===== src/rtl/vga_bus_reader.sv =====
// CPU-side read path of the VGA register block: synchronised 6502 bus decode, read hold
// register, and a one-byte framebuffer prefetch. Optional: VGA_INTR_READ_CLEAR_EN.
module vga_bus_reader (
  input  logic        i_clk_fast,
  input  logic        i_reset_n,
  input  logic        i_clk_cpu,
  input  logic        i_en,
  input  logic        i_rw,
  input  logic [2:0]  i_reg,
  output logic [7:0]  o_data_out,
  output logic        o_data_oe,
  output logic        o_dir,
  input  logic [13:0] i_addr,
  input  logic        i_addr_load,
  input  logic [7:0]  i_ctrl,
  input  logic [7:0]  i_ien,
  input  logic [7:0]  i_intr,
  input  logic [7:0]  i_hscroll,
  input  logic [7:0]  i_vscroll,
  input  logic [7:0]  i_bgcolor,
  input  logic [7:0]  i_fgcolor,
  output logic [12:0] o_fb_addr,
  output logic        o_fb_rd,
  input  logic [7:0]  i_fb_data,
  output logic        o_adv,
  output logic [7:0]  o_intr_clr,
  output logic        o_rd_miss
);

  typedef enum logic [1:0] {PF_IDLE, PF_WAIT1, PF_WAIT2, PF_READY} pf_state_t;

  pf_state_t   r_pf_state;
  pf_state_t   w_pf_next;
  logic [7:0]  r_pf;
  logic [7:0]  w_pf_data_next;
  logic [12:0] r_fb_addr;
  logic [5:0]  r_sync1;
  logic [5:0]  r_sync2;
  logic        r_in_read;
  logic        r_oe;
  logic        r_end_d;
  logic        r_hit;
  logic        r_adv;
  logic        r_rd_miss;
  logic [7:0]  r_hold;
  logic [7:0]  w_sel;
  logic        w_cpu;
  logic        w_en_n;
  logic        w_rw;
  logic [2:0]  w_reg;
  logic        w_start;
  logic        w_read_end;
  logic        w_pf_valid;
  logic        w_miss;
  logic        w_consume;

  always_ff @(posedge i_clk_fast) begin
    if (!i_reset_n) begin
      r_sync1 <= '0;
      r_sync2 <= '0;
    end else begin
      r_sync1 <= {i_clk_cpu, i_en, i_rw, i_reg};
      r_sync2 <= r_sync1;
    end
  end

  assign w_cpu      = r_sync2[5];
  assign w_en_n     = r_sync2[4];
  assign w_rw       = r_sync2[3];
  assign w_reg      = r_sync2[2:0];
  assign w_pf_valid = (r_pf_state == PF_READY);
  // r_in_read stays set until phi2 falls, so only one start per high phase
  assign w_start    = w_cpu && !w_en_n && w_rw && !r_in_read;
  assign w_read_end = r_in_read && !w_cpu;
  assign w_miss     = w_start && (w_reg == 3'd3) && !w_pf_valid;
  assign w_consume  = w_read_end && r_hit;

  always_comb begin
    w_sel = 8'h00;
    case (w_reg)
      3'd0: w_sel = i_ctrl;
      3'd1: w_sel = {2'b00, i_addr[5:0]};
      3'd2: w_sel = i_addr[13:6];
      3'd3: w_sel = w_pf_valid ? r_pf : 8'hFF;
      3'd4: w_sel = i_ien;
      3'd5: w_sel = i_intr;
      3'd6: w_sel = i_hscroll;
      default: w_sel = i_vscroll;
    endcase
  end

  always_ff @(posedge i_clk_fast) begin
    if (!i_reset_n) begin
      r_in_read <= 1'b0;
      r_oe      <= 1'b0;
      r_end_d   <= 1'b0;
      r_hit     <= 1'b0;
      r_adv     <= 1'b0;
      r_rd_miss <= 1'b0;
      r_hold    <= 8'h00;
    end else begin
      r_rd_miss <= w_miss;
      r_adv     <= w_consume;
      r_end_d   <= w_read_end;
      if (w_start) begin
        r_in_read <= 1'b1;
        r_oe      <= 1'b1;
        r_hold    <= w_sel;
        r_hit     <= (w_reg == 3'd3) && w_pf_valid;
      end else if (w_read_end) begin
        r_in_read <= 1'b0;
        r_hit     <= 1'b0;
      end else if (r_end_d) begin
        r_oe      <= 1'b0;
      end
    end
  end

  assign o_data_oe  = r_oe;
  assign o_dir      = !r_oe;
  assign o_data_out = r_oe ? r_hold : 8'h00;
  assign o_adv      = r_adv;
  assign o_rd_miss  = r_rd_miss;

`ifdef VGA_INTR_READ_CLEAR_EN
  logic       r_is_intr;
  logic [7:0] r_intr_clr;

  always_ff @(posedge i_clk_fast) begin
    if (!i_reset_n) begin
      r_is_intr  <= 1'b0;
      r_intr_clr <= 8'h00;
    end else begin
      r_intr_clr <= (w_read_end && r_is_intr) ? r_hold : 8'h00;
      if (w_start)
        r_is_intr <= (w_reg == 3'd5);
      else if (w_read_end)
        r_is_intr <= 1'b0;
    end
  end

  assign o_intr_clr = r_intr_clr;
`else
  assign o_intr_clr = 8'h00;
`endif

  always_ff @(posedge i_clk_fast) begin
    if (!i_reset_n) begin
      r_pf_state <= PF_IDLE;
      r_pf       <= 8'h00;
      r_fb_addr  <= 13'h0000;
    end else begin
      r_pf_state <= w_pf_next;
      r_pf       <= w_pf_data_next;
      if (o_fb_rd)
        r_fb_addr <= o_fb_addr;
    end
  end

  // FB_RD is issued in the ADDR_LOAD cycle so the byte arrives during PF_WAIT2
  always_comb begin
    w_pf_next      = r_pf_state;
    w_pf_data_next = r_pf;
    o_fb_rd        = 1'b0;
    o_fb_addr      = r_fb_addr;
    if (i_reset_n && i_addr_load) begin
      if (i_addr < 14'h17FE) begin
        w_pf_next = PF_WAIT1;
        o_fb_rd   = 1'b1;
        o_fb_addr = i_addr[12:0];
      end else begin
        w_pf_next = PF_READY;
        if (i_addr == 14'h17FE)
          w_pf_data_next = i_bgcolor;
        else if (i_addr == 14'h17FF)
          w_pf_data_next = i_fgcolor;
        else
          w_pf_data_next = 8'h00;
      end
    end else begin
      case (r_pf_state)
        PF_WAIT1: w_pf_next = PF_WAIT2;
        PF_WAIT2: begin
          w_pf_next      = PF_READY;
          w_pf_data_next = i_fb_data;
        end
        PF_READY: if (w_consume) w_pf_next = PF_IDLE;
        default:  w_pf_next = r_pf_state;
      endcase
    end
  end

endmodule


===== config.mk =====
export PLATFORM = sky130hd
export DESIGN_NAME = vga_bus_reader
export DESIGN_NICKNAME = d
export VERILOG_FILES = /design/src/rtl/vga_bus_reader.sv
export SDC_FILE = /design/constraint.sdc
export NUM_CORES = 1
export LEC_CHECK = 0
export CORE_ASPECT_RATIO = 1.25
export CORE_MARGIN = 4
export CORE_UTILIZATION = 39
export DETAILED_ROUTE_END_ITERATION = 8
export PLACE_DENSITY = 0.84
export SLEW_MARGIN = 20
export SYNTH_ARGS = -nofsm -noshare
export SYNTH_HDL_FRONTEND = slang
export SYNTH_SLANG_ARGS = --single-unit

===== constraint.sdc =====
create_clock -name i_clk_fast -period 1.5 [get_ports i_clk_fast]
set_input_delay 0.225 -clock i_clk_fast [delete_from_list [all_inputs] [get_ports i_clk_fast]]
set_output_delay 0.225 -clock i_clk_fast [all_outputs]
set_load 0.01 [all_outputs]

==> flow_summary.yaml, run 1 <==
logic_synthesis:
  async_reset_ff_share_pct: 0
  synth_top_area_share_pct: 34.3
  synth_top_area_cell: "dfxtp_1"
  synth_cell_type_count: 51
  synth.yosys.seq_area_share_pct: 34.3
  yosys_warnings: 0
  synth-seq-cells: 49
  synth_ff_type: "dfxtp_1"
  avgSynthCellArea_sq_um: 8.17
  synthTopCellsByArea: "dfxtp_1 34%, a21oi_1 7.3%, and2_1 4.8%"
  synth-edff-count: 0
  synth_cells: 350
  syn_area_sq_mm: 0.00286
detailed_routing:
  drtPass1Iterations: 4
  viasPerCell: 5.63
  vias: 3320
  routed_wl_mm: 10.4
  route.detailed.drc: 0
  antenna_left: 0
  drtIter0Drc: 217
  wire_per_inst_um: 17.7
grt:
  grt_usage_pct: 22.4
  grt-ovfl-total: 0
  grt_pass1_vias: 3315
  grt_pass1_wl_mm: 16.1
  antenna_found_initial: 0
  grt_max_degree: 31
power_and_ir_drop:
  power.density_mw_per_mm2: 634
  swShare_pct: 28.9
  power_mw: 3.03
  power_frac_comb_pct: 26.9
  p_leak_nw: 1.94
  sequentialPowerShare_pct: 46.6
  ir_drop_v: 0.000480
  p_clk_share_pct: 26.5
  p_int_mw: 2.15
  switchingPower_mw: 0.873
sta:
  slew_viol_final: 0
  fin_crit_sh_pct: 117
  fin_crit_ns: 1.75
  setup_violations: 14
  timing.fmax_mhz: 572
  rsz0062_at_grt: "yes"
  hold_viol_final: 0
  skew_ns: 0.00525
  timing.final.ws_setup_ns: -0.249
clocking:
  cts_hold_repair.buffers: 0
  cts_tree: "built"
  cts_sinks: 49
  clk_pin_slew_ns: 0.09
  h-tree-depth: 2
  clock_latency_ns: 0.31
  clock-root-buffer: "clkbuf_8"
  clockBufferDepth: 2
  cts_buffers: 5
critical_path:
  end_kind: "output pin"
  crit_fanout: 7
  required_ns: 1.27
  start_kind: "input port"
  worstSetupPathType: "in -> out"
  crit_arrival_ns: 1.52
floorplanning:
  start_util_pct: 40.5
  dieHeight_um: 104
  rows: 34
  io-pin-count: 121
  die_w_um: 84.6
  dieArea_sq_mm: 0.00878
  core_sq_mm: 0.00706
placement:
  place.gp.congestion: 0.907
  dpl.hpwl_mm: 7.08
  port_buffers: 112
hold_path:
  hold_path_class: "in -> reg"
cells_and_area:
  syn_to_final_growth_pct: 66.8
  drive_above_1_share_pct: 32.6
  diodes: 0
  final_util_pct: 67.6
  fin_nets: 588
run_status:
  status: "finished with violations"
  violations: "setup timing"
job:
  maxCapViolCount: 0
metrics by stage:
step / hold slack [ns] / setup WS [ns] / TNS [ns] / cell area [sq um] / std cells
after floorplan: 0.352 / -0.0947 / -0.947 / 2890 / 357
after detailed placement: 0.419 / -1.02 / -25.42 / 4310 / 566
after global routing: 0.317 / -0.272 / -3.68 / 4770 / 590
after global placement: 0.417 / -0.947 / -23.05 / 4310 / 566
final: 0.316 / -0.249 / -3.13 / 4770 / 590
after CTS: 0.320 / -0.226 / -3.01 / 4650 / 585
flip-flops by register name (all words and copies together), names as in the netlist, 2 cells and up:
register	flops
r_hold	8
r_sync2	6
r_pf_state	2
r_pf	8
r_sync1	6
r_fb_addr	13
critical path: stages:
cell and delay [ns]:
buf_6 0.09, nand4bb_1 0.20, or4_4 0.54, buf_8 0.18
nand3_4 0.09, nand2_2 0.06, buf_6 0.13
layout make-up:
class                           instances  area [sq um]
Fill cell                             526          2290
Multi-Input combinational cell        254          1900
Timing Repair Buffer                  174          1620
Sequential cell                        49           991
Tap cell                               90           113
Clock buffer                            5          68.8
Inverter                               15          56.3
Clock inverter                          3          21.3
cell usage in the layout, fill, tap and decap left out, types with 10 or more instances in the layout:
cell,Yosys,layout
buf_6,1,17
a21oi_1,42,42
nand2_2,1,11
inv_1,15,14
dfxtp_1,49,43
o21ai_2,0,12
buf_4,9,51
o21ai_0,24,11
buf_2,10,13
and2_1,22,22
clkdlybuf4s50_1,0,73
dlygate4sd2_1,0,11
nand2_1,21,10
a31oi_1,14,13
cells by family (layout without fill, tap and decap cells):
kind of cell             after synthesis  after routing  share of synthesized area [%]
AO/OA/AOI/OAI                        116            117                           25.1
AND/OR/NAND/NOR                      111            111                           24.1
buffers and inverters                 55            197                           9.14
flip-flops                            49             49                           34.3
multiplexers                          16             16                           6.39
adder cells (fa/ha/maj)                2              2                          0.875
other                                  1              8                          0.131
cells in the mapped netlist (5+ instances only):
cell,count
a21oi_1,42
a31oi_1,14
and2_1,22
buf_2,10
buf_4,9
clkbuf_1,18
dfxtp_1,49
inv_1,15
mux2_2,8
mux2i_1,7
nand2_1,21
nand2b_1,7
nand3_1,11
nand3_2,10
nand3b_1,7
nor2_1,7
o211ai_1,5
o21ai_0,24
o221ai_1,7
o311ai_0,7
or3_1,8
path summary, 6_finish.rpt:
kind	cells after the start	to	start	slack (ns)
max reg2reg	6	r_pf_state[0]	r_pf_state[0]	0.06
max	7	o_fb_addr[8]	i_addr[11]	-0.25
min reg2reg	1	r_sync2[5]	r_sync1[5]	0.44
min	4	r_fb_addr[10]	i_addr[10]	0.32
power by group through the flow:
stage	clock, mW	combinational, mW	sequential [mW]
finish	0.802	0.814	1.41
global route	0.866	0.872	1.41
CTS	0.814	0.775	1.40
detailed placement	0	0.735	1.43
global placement	0	0.715	1.42
floorplan	0	0.339	1.41
what timing repair did:
action                     CTS  global route
setup buffers                9             7
resized for setup          191            26
setup endpoints to repair   48            32
pin swaps                   24             8
cloned                       3             0
per-layer routing:
| layer | up-vias | track usage [%] | wire length [um] |
|---|---|---|---|
| met2 | 167 | 39.5 | 5220 |
| met5 | - | 0 | 0 |
| li1 | 1556 | - | - |
| met1 | 1567 | 24.8 | 4050 |
| met4 | 0 | 11.4 | 421 |
| met3 | 30 | 5.00 | 762 |
Power figures use the tool's default switching activity.
==> inputs of run 2 (changes only) <==
Settings changed: PLACE_DENSITY 0.84 to unset, PLACE_DENSITY_LB_ADDON set to 0.3.
==> run 2 against run 1 <==
Net effect:
- the flow still finishes with violations (setup timing)
- clock power grew 6.6%
- non-clock buffer count grew 9
- clock-buffer cell count is the same
- critical endpoint is now o_fb_addr[4]
- largest cell class unchanged
==> flow_summary.yaml, run 2 (same netlist as run 1, synthesis figures left out) <==
cells_and_area:
  largest_reg_flops: 13
  fin_nets: 597
  regMostFlops: "r_fb_addr"
  reg.largest.list: "r_fb_addr (13), r_hold (8), r_pf (8)"
  seqCellArea_sq_um: 987
  drive_above_1_share_pct: 33.2
  final_common_cell: "clkdlybuf4s50_1"
  mostFrequentLayoutCells: "73 x clkdlybuf4s50_1, 56 x buf_4, 46 x dfxtp_1"
  syn_to_final_growth_pct: 72.8
  multi_input_area_sq_mm: 0.00196
  fillers: 559
power_and_ir_drop:
  power.density_mw_per_mm2: 627
  sequentialPowerShare_pct: 45.4
  p_clk_share_pct: 27.6
  power_frac_comb_pct: 27.0
  ir_drop_v: 0.000439
  swShare_pct: 29.8
  p_leak_nw: 2.00
  switchingPower_mw: 0.921
  p_int_mw: 2.18
placement:
  place.gp.congestion: 0.823
  dpl.hpwl_mm: 6.79
  place_ws_ns: -1.01
  port_buffers: 112
critical_path:
  crit_fanout: 6
  worstSetupPathType: "in -> out"
  start_kind: "input port"
  required_ns: 1.27
  end_kind: "output pin"
  crit_arrival_ns: 1.58
clocking:
  clock_latency_ns: 0.31
  cts_sinks: 49
  cts_tree: "built"
  cts_buffers: 5
  clk_pin_slew_ns: 0.10
  clockBufferDepth: 2
  h-tree-depth: 2
  clock-root-buffer: "clkbuf_8"
  cts_hold_repair.buffers: 0
sta:
  setup_violations: 14
  slew_viol_final: 0
  timing.fmax_mhz: 555
  tns_ns: -3.80
  timing.final.ws_setup_ns: -0.303
  rsz0062_at_grt: "yes"
  skew_ns: 0.00287
  fin_crit_sh_pct: 120
  fin_crit_ns: 1.80
  hold_viol_final: 0
grt:
  grt_pass1_vias: 3334
  grt-ovfl-total: 0
  antenna_found_initial: 1
  grt_usage_pct: 22.3
  grt_pass1_wl_mm: 16.1
  grt_max_degree: 31
run_status:
  status: "finished with violations"
  violations: "setup timing"
detailed_routing:
  drtIter0Drc: 252
  wire_per_inst_um: 18.3
  viasPerCell: 5.72
  drtPass1Iterations: 5
  antenna_left: 0
  route.detailed.drc: 0
  routed_wl_mm: 11.0
  vias: 3432
floorplanning:
  io-pin-count: 121
  start_util_pct: 40.5
  dieHeight_um: 104
  dieArea_sq_mm: 0.00878
  die_w_um: 84.6
  core_sq_mm: 0.00706
  rows: 34
job:
  maxCapViolCount: 0
hold_path:
  hold_path_class: "in -> reg"
run 2: per-layer routing:
| metal | up-vias | wire length, um | global-route usage [%] |
|---|---|---|---|
| met4 | 0 | 478 | 9.95 |
| met3 | 39 | 1020 | 5.00 |
| met5 | - | 0 | 0 |
| met1 | 1596 | 3970 | 25.2 |
| li1 | 1583 | - | - |
| met2 | 214 | 5530 | 39.3 |
run 2: through the flow:
stage                     hold WS [ns]  power [mW]  util [%]  cells  area, sq um
after floorplan                  0.352        1.75         -    357         2890
after global placement           0.415        2.14      61.0    564         4310
after detailed placement         0.422        2.16      61.0    564         4310
after CTS                        0.332        3.00      66.5    597         4700
after global routing             0.368        3.21      70.0    600         4940
final                            0.349        3.10      70.0    600         4940
run 2: repair_timing:
action | CTS | global route
gates resized for setup | 179 | 47
endpoints found under the setup margin | 46 | 35
buffers inserted | 30 | 6
cloned | 1 | 0
pin swaps | 25 | 7
run 2: path summary, 6_finish.rpt:
path | from | end | slack, ns | cells after the start
max reg2reg | r_sync2[0] | r_hold[1] | 0.04 | 5
min | i_addr[9] | r_fb_addr[9] | 0.35 | 4
max | i_addr[7] | o_fb_addr[4] | -0.30 | 7
min reg2reg | r_sync1[3] | r_sync2[3] | 0.45 | 1
run 2: critical path: stages:
cell	delay, ns
clkdlybuf4s15_1	0.21
nand3_2	0.10
or4_4	0.57
buf_8	0.18
nand3_2	0.08
nand2_2	0.08
buf_6	0.13
run 2: power by group through the flow:
stage,Combinational (mW),Sequential (mW),Clock (mW)
floorplan,0.339,1.41,0
global placement,0.717,1.42,0
detailed placement,0.730,1.43,0
CTS,0.763,1.40,0.839
global route,0.902,1.41,0.899
finish,0.836,1.41,0.855
run 2: area by class of cell:
cell class              count  area share, %
well taps                  90           2.28
clock buffers               5           1.39
repair buffers            183           35.1
clock inverters             3          0.506
inverters                  15           1.14
multi-input cells         254           39.6
diodes                      1         0.0506
flip-flops and latches     49           20.0
==> inputs of run 3 (changes only) <==
Settings changed: CORE_UTILIZATION 39 to 23, CTS_BUF_LIST set to sky130_fd_sc_hd__clkbuf_4 sky130_fd_sc_hd__clkbuf_8.
==> run 3 against run 2 <==
Net effect:
- the run still ends with setup timing left
- register-to-register slack lost 0.05 ns
- core utilization down 26 points
- final area is 8.1% higher
- clock skew up 0.010 ns
- wire length increased by 4.3%
- sequential power barely moved
- setup slack lost 0.12 ns
- highest routed layer unchanged
==> flow_summary.yaml, run 3 (same netlist as run 1, synthesis figures left out) <==
detailed_routing:
  viasPerCell: 4.77
  vias: 3237
  drtIter0Drc: 140
  antenna_left: 0
  wire_per_inst_um: 16.9
  routed_wl_mm: 11.5
  drtPass1Iterations: 4
  route.detailed.drc: 0
clocking:
  clk_pin_slew_ns: 0.10
  clockBufferDepth: 2
  cts_hold_repair.buffers: 0
  h-tree-depth: 2
  cts_buffers: 5
  clock-root-buffer: "clkbuf_8"
  cts_tree: "built"
  cts_sinks: 49
  clock_latency_ns: 0.30
sta:
  skew_ns: 0.0130
  fin_crit_sh_pct: 128
  rsz0062_at_grt: "yes"
  timing.fmax_mhz: 520
  timing.final.ws_setup_ns: -0.424
  worstMarginPinSlew_ns: 0.506
  slew_viol_final: 0
  tns_ns: -5.99
  fin_crit_ns: 1.92
  max_slew_margin_pct: 66.3
  setup_violations: 24
  hold_viol_final: 0
critical_path:
  r2r_cells: 5
  r2r_slack_ns: -0.01
  crit_fanout: 5
  path_depth: 8
  cp_top_family: "simple AND/OR/NAND/NOR gates"
  rr_endpoint: "r_pf[6]"
  end_kind: "output pin"
  required_ns: 1.27
  start_kind: "input port"
  crit_arrival_ns: 1.70
  worstSetupPathType: "in -> out"
  slowest_delay_ns: 0.59
  cp_slowest_cell: "or4_4"
  critPathCapture: "o_fb_addr[10]"
  crit_chain: "buf_6, nand4bb_4, buf_6, or4_4, buf_16, nand3_2, nand2_1, buf_2"
  reg2reg_from: "r_pf_state[0]"
  crit_top_cell: "buf_6"
  worst-path-buf-inv: 4
  worstSetupStartpoint: "i_addr[13]"
run_status:
  status: "finished with violations"
  violations: "setup timing"
placement:
  port_buffers: 112
  placed_cells: 640
  place.gp.congestion: 0.841
  dpl.hpwl_mm: 8.28
  place_ws_ns: -1.08
power_and_ir_drop:
  power.density_mw_per_mm2: 648
  ir_drop_v: 0.000379
  p_leak_nw: 2.10
grt:
  grt-ovfl-total: 0
  antenna_found_initial: 0
  grt_pass1_vias: 3254
  grt_max_degree: 31
  grt_pass1_wl_mm: 17.3
  grt_usage_pct: 15.3
cells_and_area:
  largest_reg_flops: 13
  diodes: 0
  drive_above_1_share_pct: 35.7
  final_common_cell: "clkdlybuf4s50_1"
  mostFrequentLayoutCells: "74 x clkdlybuf4s50_1, 52 x buf_4, 45 x dfxtp_1"
  syn_to_final_growth_pct: 86.8
  multi_input_area_sq_mm: 0.00211
  regMostFlops: "r_fb_addr"
  fin_nets: 603
  reg.largest.list: "r_fb_addr (13), r_hold (8), r_pf (8)"
  fin_cells: 679
  fillers: 1214
  seqCellArea_sq_um: 991
floorplanning:
  io-pin-count: 121
  dieHeight_um: 133
  core_sq_mm: 0.0122
  dieArea_sq_mm: 0.0143
  rows: 45
  die_w_um: 108
  start_util_pct: 23.5
job:
  maxCapViolCount: 0
hold_path:
  hold_path_class: "in -> reg"
==> run 3: cell count changes in the layout (fill, tap and decap cells not counted), moves of 3 or more <==
cell / before / now
o311ai_0: 7 / 0
buf_4: 56 / 52
nand2_1: 9 / 12
buf_6: 23 / 28
o311ai_4: 0 / 8
a31oi_4: 0 / 3
a21oi_1: 41 / 35
clkdlybuf4s15_1: 3 / 6
a21oi_2: 1 / 7
==> run 3: final cells by class <==
cell class                 instances  area share, %
sequential                        49           18.5
clock buffer                       5           1.29
timing repair buffer             189           34.6
inverter                          15           1.05
clock inverter                     3           1.22
multi-input combinational        254           39.5
tap                              164           3.84
==> run 3: where the power goes <==
part,leakage (nW),internal (mW),switching (mW)
sequential,0.403,1.36,0.0587
clock,0.0681,0.663,0.455
combinational,1.63,0.517,0.407
==> run 3: routing by layer <==
| metal | global-route usage, % | routed length, um |
|---|---|---|
| met1 | 18.1 | 4680 |
| met2 | 27.1 | 5800 |
| met3 | 3.03 | 616 |
| met4 | 5.40 | 376 |
| met5 | 0 | 0 |
==> run 3: worst min-delay path by stage <==
stage / start / to / slack [ns] / cells past startpoint
detailed placement: r_sync1[4] / r_sync2[4] / 0.42 / 1
floorplan: i_reg[0] / r_sync1[0] / 0.35 / 1
global placement: r_sync1[0] / r_sync2[0] / 0.43 / 1
global route: i_addr[10] / r_fb_addr[10] / 0.32 / 4
finish: i_addr[10] / r_fb_addr[10] / 0.31 / 4
CTS: i_addr[11] / r_fb_addr[11] / 0.34 / 4
==> run 3: timing repair <==
| item | CTS | global route |
|---|---|---|
| cloned | 5 | 0 |
| endpoints found under the setup margin | 48 | 41 |
| gates resized for setup | 176 | 79 |
| buffers inserted | 21 | 11 |
| pin swaps | 33 | 22 |
==> run 3: through the flow <==
step                utilization [%]  hold WS [ns]  total power, mW  cell area [sq um]
floorplan                         -         0.352             1.75               2890
global placement               36.2         0.425             2.17               4400
detailed placement             36.2         0.425             2.18               4400
CTS                            41.2         0.344             3.38               5010
global route                   43.9         0.323             3.60               5340
finish                         43.9         0.315             3.46               5340
==> run 3: worst reg2reg max path: stages (launching register included) <==
cell	delay [ns]
dfxtp_2	0.36
inv_1	0.06
ha_1	0.37
or3_1	0.43
o311ai_4	0.10
a21oi_1	0.07
